`src/rtl/issue_controller_pkg.sv`:
```
// Shared encodings for the decode/issue boundary and the issue controller state type.
package issue_controller_pkg;

    localparam logic [1:0] WB_NONE  = 2'd0;
    localparam logic [1:0] WB_RD    = 2'd1;
    localparam logic [1:0] WB_ADDR  = 2'd2;

    localparam logic [1:0] JMP_SEQ  = 2'd0;
    localparam logic [1:0] JMP_JUMP = 2'd1;
    localparam logic [1:0] JMP_BR   = 2'd2;

    localparam logic [1:0] MEM_NONE  = 2'd0;
    localparam logic [1:0] MEM_LOAD  = 2'd1;
    localparam logic [1:0] MEM_STORE = 2'd2;

    typedef enum logic [1:0] {
        ST_RUN   = 2'd0,
        ST_JWAIT = 2'd1,
        ST_MWAIT = 2'd2,
        ST_HALT  = 2'd3
    } issue_state_e;

    function automatic logic [31:0] reg_bit(input logic [4:0] r);
        logic [31:0] m;
        m    = '0;
        m[r] = 1'b1;
        return m;
    endfunction

endpackage

```
`src/rtl/issue_controller_scoreboard.sv`:
```
// Pending-writeback register scoreboard: one busy bit per architectural register.
// x0 is never marked busy, so it can never produce a hazard.
import issue_controller_pkg::*;

module issue_controller_scoreboard (
    input  logic        clk,
    input  logic        rst,
    input  logic        set_en,
    input  logic [4:0]  set_rd,
    input  logic        clr_en,
    input  logic [4:0]  clr_rd,
    input  logic [31:0] check_mask,
    output logic [31:0] busy_mask,
    output logic        hazard,
    output logic        clr_hit
);

    logic [31:0] busy_q;
    logic [31:0] busy_d;

    always_ff @(posedge clk) begin
        if (rst) begin
            busy_q <= '0;
        end else begin
            busy_q <= busy_d;
        end
    end

    // Clear is applied before set so a coinciding set of the same register wins.
    always_comb begin
        busy_d = busy_q;
        if (clr_en) begin
            busy_d = busy_d & ~reg_bit(clr_rd);
        end
        if (set_en) begin
            busy_d = busy_d | reg_bit(set_rd);
        end
        busy_d[0] = 1'b0;
    end

    assign busy_mask = busy_q;
    assign hazard    = |(check_mask & busy_q);
    assign clr_hit   = clr_en && (clr_rd != 5'd0) && busy_q[clr_rd];

endmodule

```
`src/rtl/issue_controller.sv`:
```
// Issue sequencer between decode and execute: scoreboard hazard stall, inflight
// limit, serialisation of control-flow and memory ops, and sticky halt on fault.
import issue_controller_pkg::*;

module issue_controller #(
    parameter int MAX_INFLIGHT = 4,
    parameter int CNT_W        = 4
) (
    input  logic             clk,
    input  logic             rst,
    input  logic             dec_valid,
    input  logic [31:0]      dec_active_reg,
    input  logic [4:0]       dec_rd,
    input  logic [1:0]       dec_wb_op,
    input  logic [1:0]       dec_jmp_op,
    input  logic [1:0]       dec_mem_op,
    input  logic             dec_fault,
    output logic             dec_ready,
    output logic             issue_valid,
    input  logic             issue_ready,
    input  logic             wb_valid,
    input  logic [4:0]       wb_rd,
    input  logic             jmp_resolved,
    input  logic             mem_done,
    output logic [31:0]      busy_mask,
    output logic [CNT_W-1:0] inflight,
    output logic             halted,
    output logic [1:0]       dbg_state
);

    localparam logic [CNT_W-1:0] MAX_CNT = CNT_W'(MAX_INFLIGHT);

    issue_state_e     state_q;
    issue_state_e     state_d;
    logic [CNT_W-1:0] inflight_q;
    logic             hazard;
    logic             clr_hit;
    logic             fire;
    logic             set_en;

    issue_controller_scoreboard u_scoreboard (
        .clk        (clk),
        .rst        (rst),
        .set_en     (set_en),
        .set_rd     (dec_rd),
        .clr_en     (wb_valid),
        .clr_rd     (wb_rd),
        .check_mask (dec_active_reg),
        .busy_mask  (busy_mask),
        .hazard     (hazard),
        .clr_hit    (clr_hit)
    );

    always_ff @(posedge clk) begin
        if (rst) begin
            state_q <= ST_RUN;
        end else begin
            state_q <= state_d;
        end
    end

    always_comb begin
        state_d = state_q;
        case (state_q)
            ST_RUN: begin
                if (dec_valid && dec_fault) begin
                    state_d = ST_HALT;
                end else if (fire) begin
                    if (dec_jmp_op != JMP_SEQ) begin
                        state_d = ST_JWAIT;
                    end else if (dec_mem_op != MEM_NONE) begin
                        state_d = ST_MWAIT;
                    end
                end
            end
            ST_JWAIT: if (jmp_resolved) state_d = ST_RUN;
            ST_MWAIT: if (mem_done) state_d = ST_RUN;
            ST_HALT:  state_d = ST_HALT;
            default:  state_d = ST_RUN;
        endcase
    end

    // Handshake: issue_valid depends only on current inputs and registered state and
    // never on issue_ready; an instruction transfers on issue_valid && issue_ready,
    // and dec_ready mirrors that transfer so the decoder holds its inputs until then.
    always_comb begin
        issue_valid = (state_q == ST_RUN) && dec_valid && !dec_fault && !hazard
                      && (inflight_q < MAX_CNT)
                      && !((dec_wb_op != WB_NONE) && (inflight_q == MAX_CNT));
        fire        = issue_valid && issue_ready;
        dec_ready   = fire;
        set_en      = fire && (dec_wb_op != WB_NONE) && (dec_rd != 5'd0);
        halted      = (state_q == ST_HALT);
    end

    always_ff @(posedge clk) begin
        if (rst) begin
            inflight_q <= '0;
        end else begin
            case ({set_en, clr_hit})
                2'b10:   inflight_q <= inflight_q + CNT_W'(1);
                2'b01:   inflight_q <= inflight_q - CNT_W'(1);
                default: inflight_q <= inflight_q;
            endcase
        end
    end

    assign inflight  = inflight_q;
    assign dbg_state = state_q;

endmodule

```
`config.mk`:
```
export PLATFORM = sky130hd
export DESIGN_NAME = issue_controller
export DESIGN_NICKNAME = d
export VERILOG_FILES = /design/src/rtl/issue_controller_pkg.sv /design/src/rtl/issue_controller_scoreboard.sv /design/src/rtl/issue_controller.sv
export SDC_FILE = /design/constraint.sdc
export NUM_CORES = 1
export LEC_CHECK = 0
export BUFFER_PORTS_ARGS = -buffer_cell sky130_fd_sc_hd__buf_2
export CORE_ASPECT_RATIO = 1.1
export CORE_MARGIN = 2
export CORE_UTILIZATION = 53
export CTS_CLUSTER_DIAMETER = 30
export CTS_CLUSTER_SIZE = 24
export DETAILED_ROUTE_END_ITERATION = 7
export GPL_ROUTABILITY_DRIVEN = 0
export HOLD_SLACK_MARGIN = 0.12
export PLACE_DENSITY = 0.87
export SETUP_SLACK_MARGIN = 0.05
export SLEW_MARGIN = 25
export SYNTH_ARGS = -nofsm -noshare
export SYNTH_HDL_FRONTEND = slang
export SYNTH_SLANG_ARGS = --single-unit
```
`constraint.sdc`:
```
create_clock -name clk -period 6.3 [get_ports clk]
set_input_delay 1.26 -clock clk [delete_from_list [all_inputs] [get_ports clk]]
set_output_delay 1.26 -clock clk [all_outputs]
set_load 0.01 [all_outputs]
```
# == Word level (Yosys, flattened, before mapping) ==
# Cells that the tools add are included.
# word_totals
register_bits,38
latchBits,0
mem_bits_rw,0
mem_bits_ro,0
inputBits,56
out_inout_bits,41
wordCells,67
mem_count,0
# classes
addsub,2
n_mul,0
div,0
order_cmp,5
n_eq_ne,10
shift,0
mux,16
bitwise,4
n_reduce_logical,26
# op_table
op,n
$and 32x32->32,2
$mux 32,2
$not 32->32,1
$or 32x32->32,1
$reduce_or 32->1,1
$logic_and 1x1->1,14
$lt 5x6->1 const B,2
$mux 2,6
$demux 1 s5,2
$ge 5x1->1 const B,2
$reduce_bool 5->1,2
$pmux 2 s4,1
$pmux 4 s2,1
$reduce_bool 2->1,4
$eq 2x2->1 const B,3
$bmux 1 s5,1
$add 4x1->4 const B,1
$eq 2x1->1 const B,2
$eq 4x3->1 const B,1
$lt 4x3->1 const B,1
$ne 2x2->1 const B,2
$ne 4x4->1 const B,1
$reduce_and 4->1,1
$sub 4x1->4 const B,1
4 further kinds,8

# == Logic depth before layout (Yosys ltp) ==
# Gate-level depths: netlist of the first run.
# logic_depth
word_depth,11
depth_mapped,13

# == Cells and area by module ==
# Synthesis of the first run repeated with hierarchy kept, for this count alone.
# unflattened
cells_unflattened,268
area_unflattened_um2,2248.4
# by_module_without_submodules
module,n_inst,cells_each,area_each_um2,seq_area_each_um2
issue_controller_scoreboard,1,218,1809.2,620.6
issue_controller,1,50,439.2,120.1

# == Worst setup path after synthesis of the first run ==
# Ideal clock, no wire load.
# synth_timing
kind,input-to-reg
from,in wb_rd[0]
to,"reg inflight_q[3], in the netlist inflight[3]"
arrival_time_ns,4.065
required_time_ns,6.230
slack_ns,2.165
cell_stages,12
path_cell_list,clkbuf_1 -> mux4_2 -> nor2b_1 -> a2111oi_0 -> a31oi_1 -> ha_1 -> ha_1 -> a21o_1 -> a21oi_1 -> xnor2_1 -> or3_1 -> a21oi_1
# synth_between
elab_chain_len,5
elab_cells_between_ends,9
# synth_rtl
item,line,source
"start, declared",issue_controller.sv:22,"input logic [4:0] wb_rd,"
$bmux 1 s5 or $reduce_bool 5->1 (tied branches),issue_controller_scoreboard.sv:43,assign clr_hit = clr_en && (clr_rd != 5'd0) && busy_q[clr_rd];
$mux 1 (implied by the code) or $logic_and 1x1->1 (tied branches),issue_controller_scoreboard.sv:43,
$logic_and 1x1->1 (*),issue_controller_scoreboard.sv:43,
$eq 2x1->1 or $eq 2x2->1 (tied branches),issue_controller.sv:100,"case ({set_en, clr_hit})"
$pmux 4 s2 or $reduce_bool 2->1 (tied branches),-,
"end signal, assigned",issue_controller.sv:101,2'b10: inflight_q <= inflight_q + CNT_W'(1);
"end signal, assigned",issue_controller.sv:102,2'b01: inflight_q <= inflight_q - CNT_W'(1);
"end signal, assigned",issue_controller.sv:103,default: inflight_q <= inflight_q;
"end, declared",issue_controller.sv:35,logic [CNT_W-1:0] inflight_q;
# Mark *: on every way between the ends. The rest lies on a longest branch, timed or not. The select of a mux whose other input is x is not followed.
# A chain may end at the register's enable or synchronous reset.

# == Final worst setup path of the first run ==
# Same ends and word-level chain as after synthesis.

==> flow_summary.json, run 1 <==
{
  "outcome": "completed",
  "final.setup.tns_ps": 0,
  "fillers": 399,
  "clockRootBuffer": "clkbuf_8",
  "fmax_mhz": 235.8,
  "p_leak_nw": 1.268,
  "rr_endpoint": "inflight[3]$_SDFFE_PP0P_",
  "min_path_cells": 2,
  "grt_usage_pct": 31.19,
  "post-cts-setup-buffers": 0,
  "antenna_found_initial": 0,
  "synth_seq_area_share_pct": 29.78,
  "crit_start": "wb_rd[0]",
  "min_period_ps": 4240,
  "antenna_left": 0,
  "post-route-period-util_pct": 67.31,
  "cp-endpoint": "inflight[3]$_SDFFE_PP0P_",
  "synth_ff_type": "dfxtp_1",
  "cp-start-kind": "primary input",
  "cts_sinks": 37,
  "setup_violations": 0,
  "layout-drive-gt1-share_pct": 31.30,
  "path_class": "primary input to register",
  "final_cell_mix": "buf_2 (94), nand2_1 (40), dfxtp_1 (37)",
  "power.density_nw_per_um2": 168.4,
  "rsz0062_at_grt": "no",
  "reg2reg_from": "inflight[2]$_SDFFE_PP0P_",
  "dieArea_sq_um": 5258,
  "tightest_slew_ps": 705.2,
  "area_growth_pct": 22.23,
  "antenna_cells": 0,
  "clk_pin_slew_worst_paths_ps": 70,
  "reg2reg_depth": 11,
  "synth-seq-cells": 37,
  "routedWlPerCell_um": 18.83,
  "cts_tree": "yes",
  "clkLatencyLatePin_ps": 300,
  "r2r_slack_ps": 3000,
  "syn_avg_cell_area_sq_um": 8.518,
  "yosysWarnings": 0,
  "coreArea_sq_um": 4587,
  "async_reset_ff_share_pct": 0,
  "critPathArrivalTime_ps": 4460,
  "synth_fp_nets": 352,
  "avgViaCountPerCell": 6.610,
  "end_kind": "register",
  "irDropWorstVdd_mv": 0.1162,
  "layout.nets": 437,
  "row_count": 26,
  "start_util_pct": 54.23,
  "cp_max_fo": 16,
  "postCtsHoldBufs": 0,
  "clk_path_buf_depth": 2,
  "slew_viol_final": 0,
  "fin_worst_skew_ps": 6.830,
  "dpl.hpwl_um": 6158,
  "drc": 0,
  "max_slew_margin_pct": 52.94,
  "vias": 2862,
  "final_util_pct": 66.28,
  "stdcell_count": 433,
  "die_x_um": 69.32,
  "met3WireLength_um": 806,
  "grt_overflow": 0,
  "min_path_type": "register to register",
  "htreeDepth": 2,
  "wl_met1_um": 3119,
  "wl_um": 8152,
  "synth_enable_flop_cells": 0,
  "grt_pass1_wl_um": 12780,
  "dr_wl_met2_um": 3886,
  "dp_cells": 426,
  "synth_cells": 292,
  "pin_count": 97,
  "finalHoldViolations": 0,
  "dr.pass1.iters": 6,
  "drt-initial-drc-count": 255,
  "grt_pass1_vias": 2652,
  "crit_required_ps": 6520,
  "top_layer": "met4",
  "io_buffers": 94,
  "cap_violations": 0,
  "ctsResizeCount": 0,
  "final_common_cell": "buf_2",
  "final_area_sq_um": 3040,
  "placed_cell_area_sq_um": 2954,
  "grt_max_degree": 42,
  "cts_made_buffers": 5,
  "hold_slack_ps": 548.4,
  "yosysUniqueCellTypes": 51,
  "syn_area_sq_um": 2487,
  "die_height_um": 75.85
}
==> cells in the mapped netlist (2+ instances only) <==
| cell | count | share of area (%) |
|---|---|---|
| nand2_1 | 40 | 6.0 |
| dfxtp_1 | 37 | 30 |
| nor2b_1 | 24 | 6.0 |
| o31ai_1 | 24 | 7.2 |
| o21ai_0 | 20 | 4.0 |
| nand3b_1 | 19 | 5.7 |
| a22oi_1 | 17 | 5.1 |
| nor2_1 | 12 | 1.8 |
| clkbuf_1 | 10 | 1.5 |
| mux4_2 | 7 | 6.3 |
| a21oi_1 | 6 | 1.2 |
| o41ai_2 | 6 | 3.9 |
| inv_1 | 5 | 0.75 |
| nand3_1 | 5 | 1.0 |
| nand4_1 | 5 | 1.3 |
| nor3b_1 | 5 | 1.5 |
| nor3_1 | 4 | 0.80 |
| ha_1 | 3 | 1.5 |
| nand2b_1 | 3 | 0.75 |
| a211o_1 | 2 | 0.70 |
| a21o_1 | 2 | 0.60 |
| and2_1 | 2 | 0.50 |
| buf_1 | 2 | 0.30 |
| buf_2 | 2 | 0.40 |
| o41ai_1 | 2 | 0.70 |
| or4_1 | 2 | 0.60 |
| xor2_1 | 2 | 0.70 |
==> worst min-delay path by stage <==
stage                                     startpoint                                    end  slack [ps]
2_1_floorplan               inflight[3]$_SDFFE_PP0P_               inflight[3]$_SDFFE_PP0P_         520
3_3_place_gp                inflight[3]$_SDFFE_PP0P_               inflight[3]$_SDFFE_PP0P_         500
3_5_place_dp    u_scoreboard.busy_mask[5]$_SDFF_PP0_   u_scoreboard.busy_mask[5]$_SDFF_PP0_         530
4_1_cts         u_scoreboard.busy_mask[5]$_SDFF_PP0_   u_scoreboard.busy_mask[5]$_SDFF_PP0_         540
5_1_grt        u_scoreboard.busy_mask[17]$_SDFF_PP0_  u_scoreboard.busy_mask[17]$_SDFF_PP0_         570
6_report        u_scoreboard.busy_mask[5]$_SDFF_PP0_   u_scoreboard.busy_mask[5]$_SDFF_PP0_         550
==> per-layer routing <==
layer  track usage (%)  up-vias
met2             53.10      229
met4             20.70        0
met3             6.085       43
li1                  -     1278
met5                 0        -
met1             36.58     1312
==> metrics by stage <==
| step | worst slack [ps] | power, mW |
|---|---|---|
| detailed placement | 1767 | 0.3437 |
| global placement | 1826 | 0.3423 |
| global route | 1763 | 0.5313 |
| finish | 2060 | 0.5119 |
| floorplan | 2165 | 0.3070 |
| CTS | 2078 | 0.5107 |
==> critical path, stage by stage <==
cell and delay, ps:
buf_2 310, mux4_2 540, nor2b_1 140, a2111oi_0 550
a31oi_1 190, ha_1 280, ha_1 280, a21o_1 170
a21oi_1 160, xnor2_1 90, or3_1 300, a21oi_1 170
==> flip-flops by register name (all words and copies together) (netlist names) <==
name	count
dbg_state	2
inflight	4
u_scoreboard.busy_mask	31
==> report_power, final <==
part           leakage (nW)  switching, mW  internal [mW]
combinational         0.925         0.0581         0.0395
clock                0.0443         0.0845         0.0868
sequential            0.298        0.00566          0.237
total                  1.27          0.148          0.364
==> kinds of logic (layout without fill, tap and decap cells) <==
family / count (synthesis) / after routing / synth area share [%]
buffers and inverters: 21 / 106 / 3.723
AND/OR/NAND/NOR: 131 / 131 / 30.08
other: 1 / 1 / 0.1508
flip-flops: 37 / 37 / 29.78
adder cells (fa/ha/maj): 4 / 4 / 2.314
AO/OA/AOI/OAI: 87 / 87 / 26.11
multiplexers: 8 / 8 / 6.791
XOR/XNOR: 3 / 3 / 1.057
==> final cells by class <==
type                    count  area, sq um  area share (%)
inverters                   5        18.77          0.6173
multi-input cells         234         1654           54.40
well taps                  56        70.07           2.305
clock buffers               7        86.33           2.840
flip-flops and latches     37        740.7           24.36
repair buffers             94        470.5           15.47
Note: power is estimated with default switching activity, not from simulation.
==> inputs of run 2 (changes only) <==
--- a/config.mk
+++ b/config.mk
@@ -8,13 +8,13 @@
 export BUFFER_PORTS_ARGS = -buffer_cell sky130_fd_sc_hd__buf_2
 export CORE_ASPECT_RATIO = 1.1
 export CORE_MARGIN = 2
-export CORE_UTILIZATION = 53
+export CORE_UTILIZATION = 44
 export CTS_CLUSTER_DIAMETER = 30
 export CTS_CLUSTER_SIZE = 24
 export DETAILED_ROUTE_END_ITERATION = 7
 export GPL_ROUTABILITY_DRIVEN = 0
 export HOLD_SLACK_MARGIN = 0.12
-export PLACE_DENSITY = 0.87
+export PLACE_DENSITY = 0.77
 export SETUP_SLACK_MARGIN = 0.05
 export SLEW_MARGIN = 25
 export SYNTH_ARGS = -nofsm -noshare
==> constraint.sdc (replaced) <==
create_clock -name clk -period 3.4 [get_ports clk]
set_input_delay 0.68 -clock clk [delete_from_list [all_inputs] [get_ports clk]]
set_output_delay 0.68 -clock clk [all_outputs]
set_load 0.01 [all_outputs]
==> run 2 against run 1 <==
  * Register-to-register slack got worse by 2700 ps
  * Sequential share of layout area decreased by 1.2 points
  * Critical path type unchanged
  * Non-clock buffer count increased by 14
  * First-iteration DRC count decreased by 26%
  * Sequential power increased by 85%
  * Setup slack got worse by 1900 ps
  * Final area increased by 5.2%
==> flow_summary.json, run 2 (synthesis results as in run 1) <==
{
  "critPathBufInv": 1,
  "slowest_delay_ps": 500,
  "reg2reg_depth": 11,
  "fillers": 504,
  "area_growth_pct": 28.57,
  "grt_pass1_vias": 2610,
  "cts_tree": "yes",
  "layout-drive-gt1-share_pct": 34.69,
  "clk_pin_slew_worst_paths_ps": 70,
  "cp.depth": 12,
  "grt_overflow": 0,
  "final_common_cell": "buf_2",
  "layout.area.seq_sq_um": 740.7,
  "grt_max_degree": 42,
  "final_util_pct": 58.89,
  "max_slew_margin_pct": 54.58,
  "path_class": "primary input to register",
  "largest_register_ffs": 31,
  "vias": 2797,
  "drt-initial-drc-count": 188,
  "final_area_sq_um": 3198,
  "critPathArrivalTime_ps": 3470,
  "crit_path_top_delay_cell": "mux4_2",
  "slew_viol_final": 0,
  "fin_worst_skew_ps": 6.920,
  "antenna_cells": 0,
  "pin_count": 97,
  "cp-start-kind": "primary input",
  "worstPathCellList": "clkbuf_4 > mux4_2 > nor2b_1 > a2111oi_2 > a31oi_1 > ha_1 > ha_1 > a21o_1 > a21oi_1 > xnor2_1 > or3_1 > a21oi_1",
  "layout.nets": 451,
  "min_period_ps": 3249,
  "post-cts-setup-buffers": 0,
  "post-route-period-util_pct": 95.55,
  "min_path_cells": 2,
  "die_x_um": 75.69,
  "power.density_nw_per_um2": 308.8,
  "final.setup.tns_ps": 0,
  "dpl.hpwl_um": 6307,
  "cap_violations": 0,
  "r2r_slack_ps": 300,
  "fmax_mhz": 307.8,
  "final_cell_mix": "buf_2 (93), nand2_1 (40), dfxtp_1 (37)",
  "clockRootBuffer": "clkbuf_8",
  "grt_usage_pct": 26.72,
  "row_count": 28,
  "dp_cells": 459,
  "io_buffers": 94,
  "wl_um": 8180,
  "placed_cell_area_sq_um": 3088,
  "min_path_type": "register to register",
  "clk_path_buf_depth": 2,
  "antenna_left": 0,
  "routedWlPerCell_um": 17.52,
  "rsz0062_at_grt": "no",
  "cp_max_fo": 5,
  "coreArea_sq_um": 5430,
  "irDropWorstVdd_mv": 0.1779,
  "cp_top_family": "compound AO/OA/AOI/OAI gates",
  "grt_pass1_wl_um": 12640,
  "dieArea_sq_um": 6271,
  "dr.pass1.iters": 4,
  "end_kind": "register",
  "multi_input_area_sq_um": 1665,
  "avgViaCountPerCell": 5.989,
  "stdcell_count": 467,
  "crit_required_ps": 3620,
  "postCtsHoldBufs": 0,
  "drc": 0,
  "die_height_um": 82.86,
  "cts_sinks": 37,
  "clkLatencyLatePin_ps": 300,
  "outcome": "completed",
  "pre_cts_slack_ps": -388.2,
  "total_power_uw": 987.5,
  "setup_violations": 0,
  "antenna_found_initial": 0,
  "start_util_pct": 45.81,
  "finalHoldViolations": 0,
  "hold_slack_ps": 522.2,
  "htreeDepth": 2,
  "worst_slack_ps": 151.3,
  "cts_made_buffers": 5,
  "tightest_slew_ps": 681.4,
  "p_leak_nw": 1.354
}
-- run 2: repair_timing --
item / CTS / global route
resized for setup: 2 / 1
pin swaps: 0 / 1
cloned: 0 / 0
endpoints found under the setup margin: 1 / 1
endpoints found under the hold margin: 0 / 0
-- run 2: path summary, 6_finish.rpt --
check                                start                        to
hold / removal    inflight[3]$_SDFFE_PP0P_  inflight[3]$_SDFFE_PP0P_
setup / recovery                  wb_rd[0]  inflight[3]$_SDFFE_PP0P_
hold reg to reg   inflight[3]$_SDFFE_PP0P_  inflight[3]$_SDFFE_PP0P_
setup reg to reg  inflight[2]$_SDFFE_PP0P_  inflight[3]$_SDFFE_PP0P_
-- run 2: per-layer routing --
layer | global-route usage (%) | routed length (um) | vias up
met5 | 0 | 0 | -
met4 | 13.88 | 343 | 0
met3 | 5.097 | 697 | 24
met2 | 41.26 | 3837 | 158
met1 | 34.66 | 3302 | 1307
li1 | - | - | 1308
-- run 2: worst reg2reg max path, cell delays in order (launching register included) --
cell and delay [ps]:
dfxtp_1 350, or4b_1 560, or4_1 440, nor3b_2 230
nand2_1 80, ha_1 200, ha_1 270, a21o_1 170
a21oi_1 160, xnor2_1 100, or3_1 320, a21oi_1 140
-- run 2: cell type report --
class                   instances  share of cell area [%]
clock inverters                 1                  0.1565
inverters                       5                  0.5869
flip-flops and latches         37                   23.16
well taps                      75                   2.934
repair buffers                108                   18.08
clock buffers                   7                   3.013
multi-input cells             234                   52.07
-- run 2: where the power goes --
part	internal, mW	switching [mW]	total, mW
sequential	0.440	0.0100	0.450
combinational	0.0816	0.110	0.192
clock	0.183	0.163	0.346
total	0.705	0.283	0.988
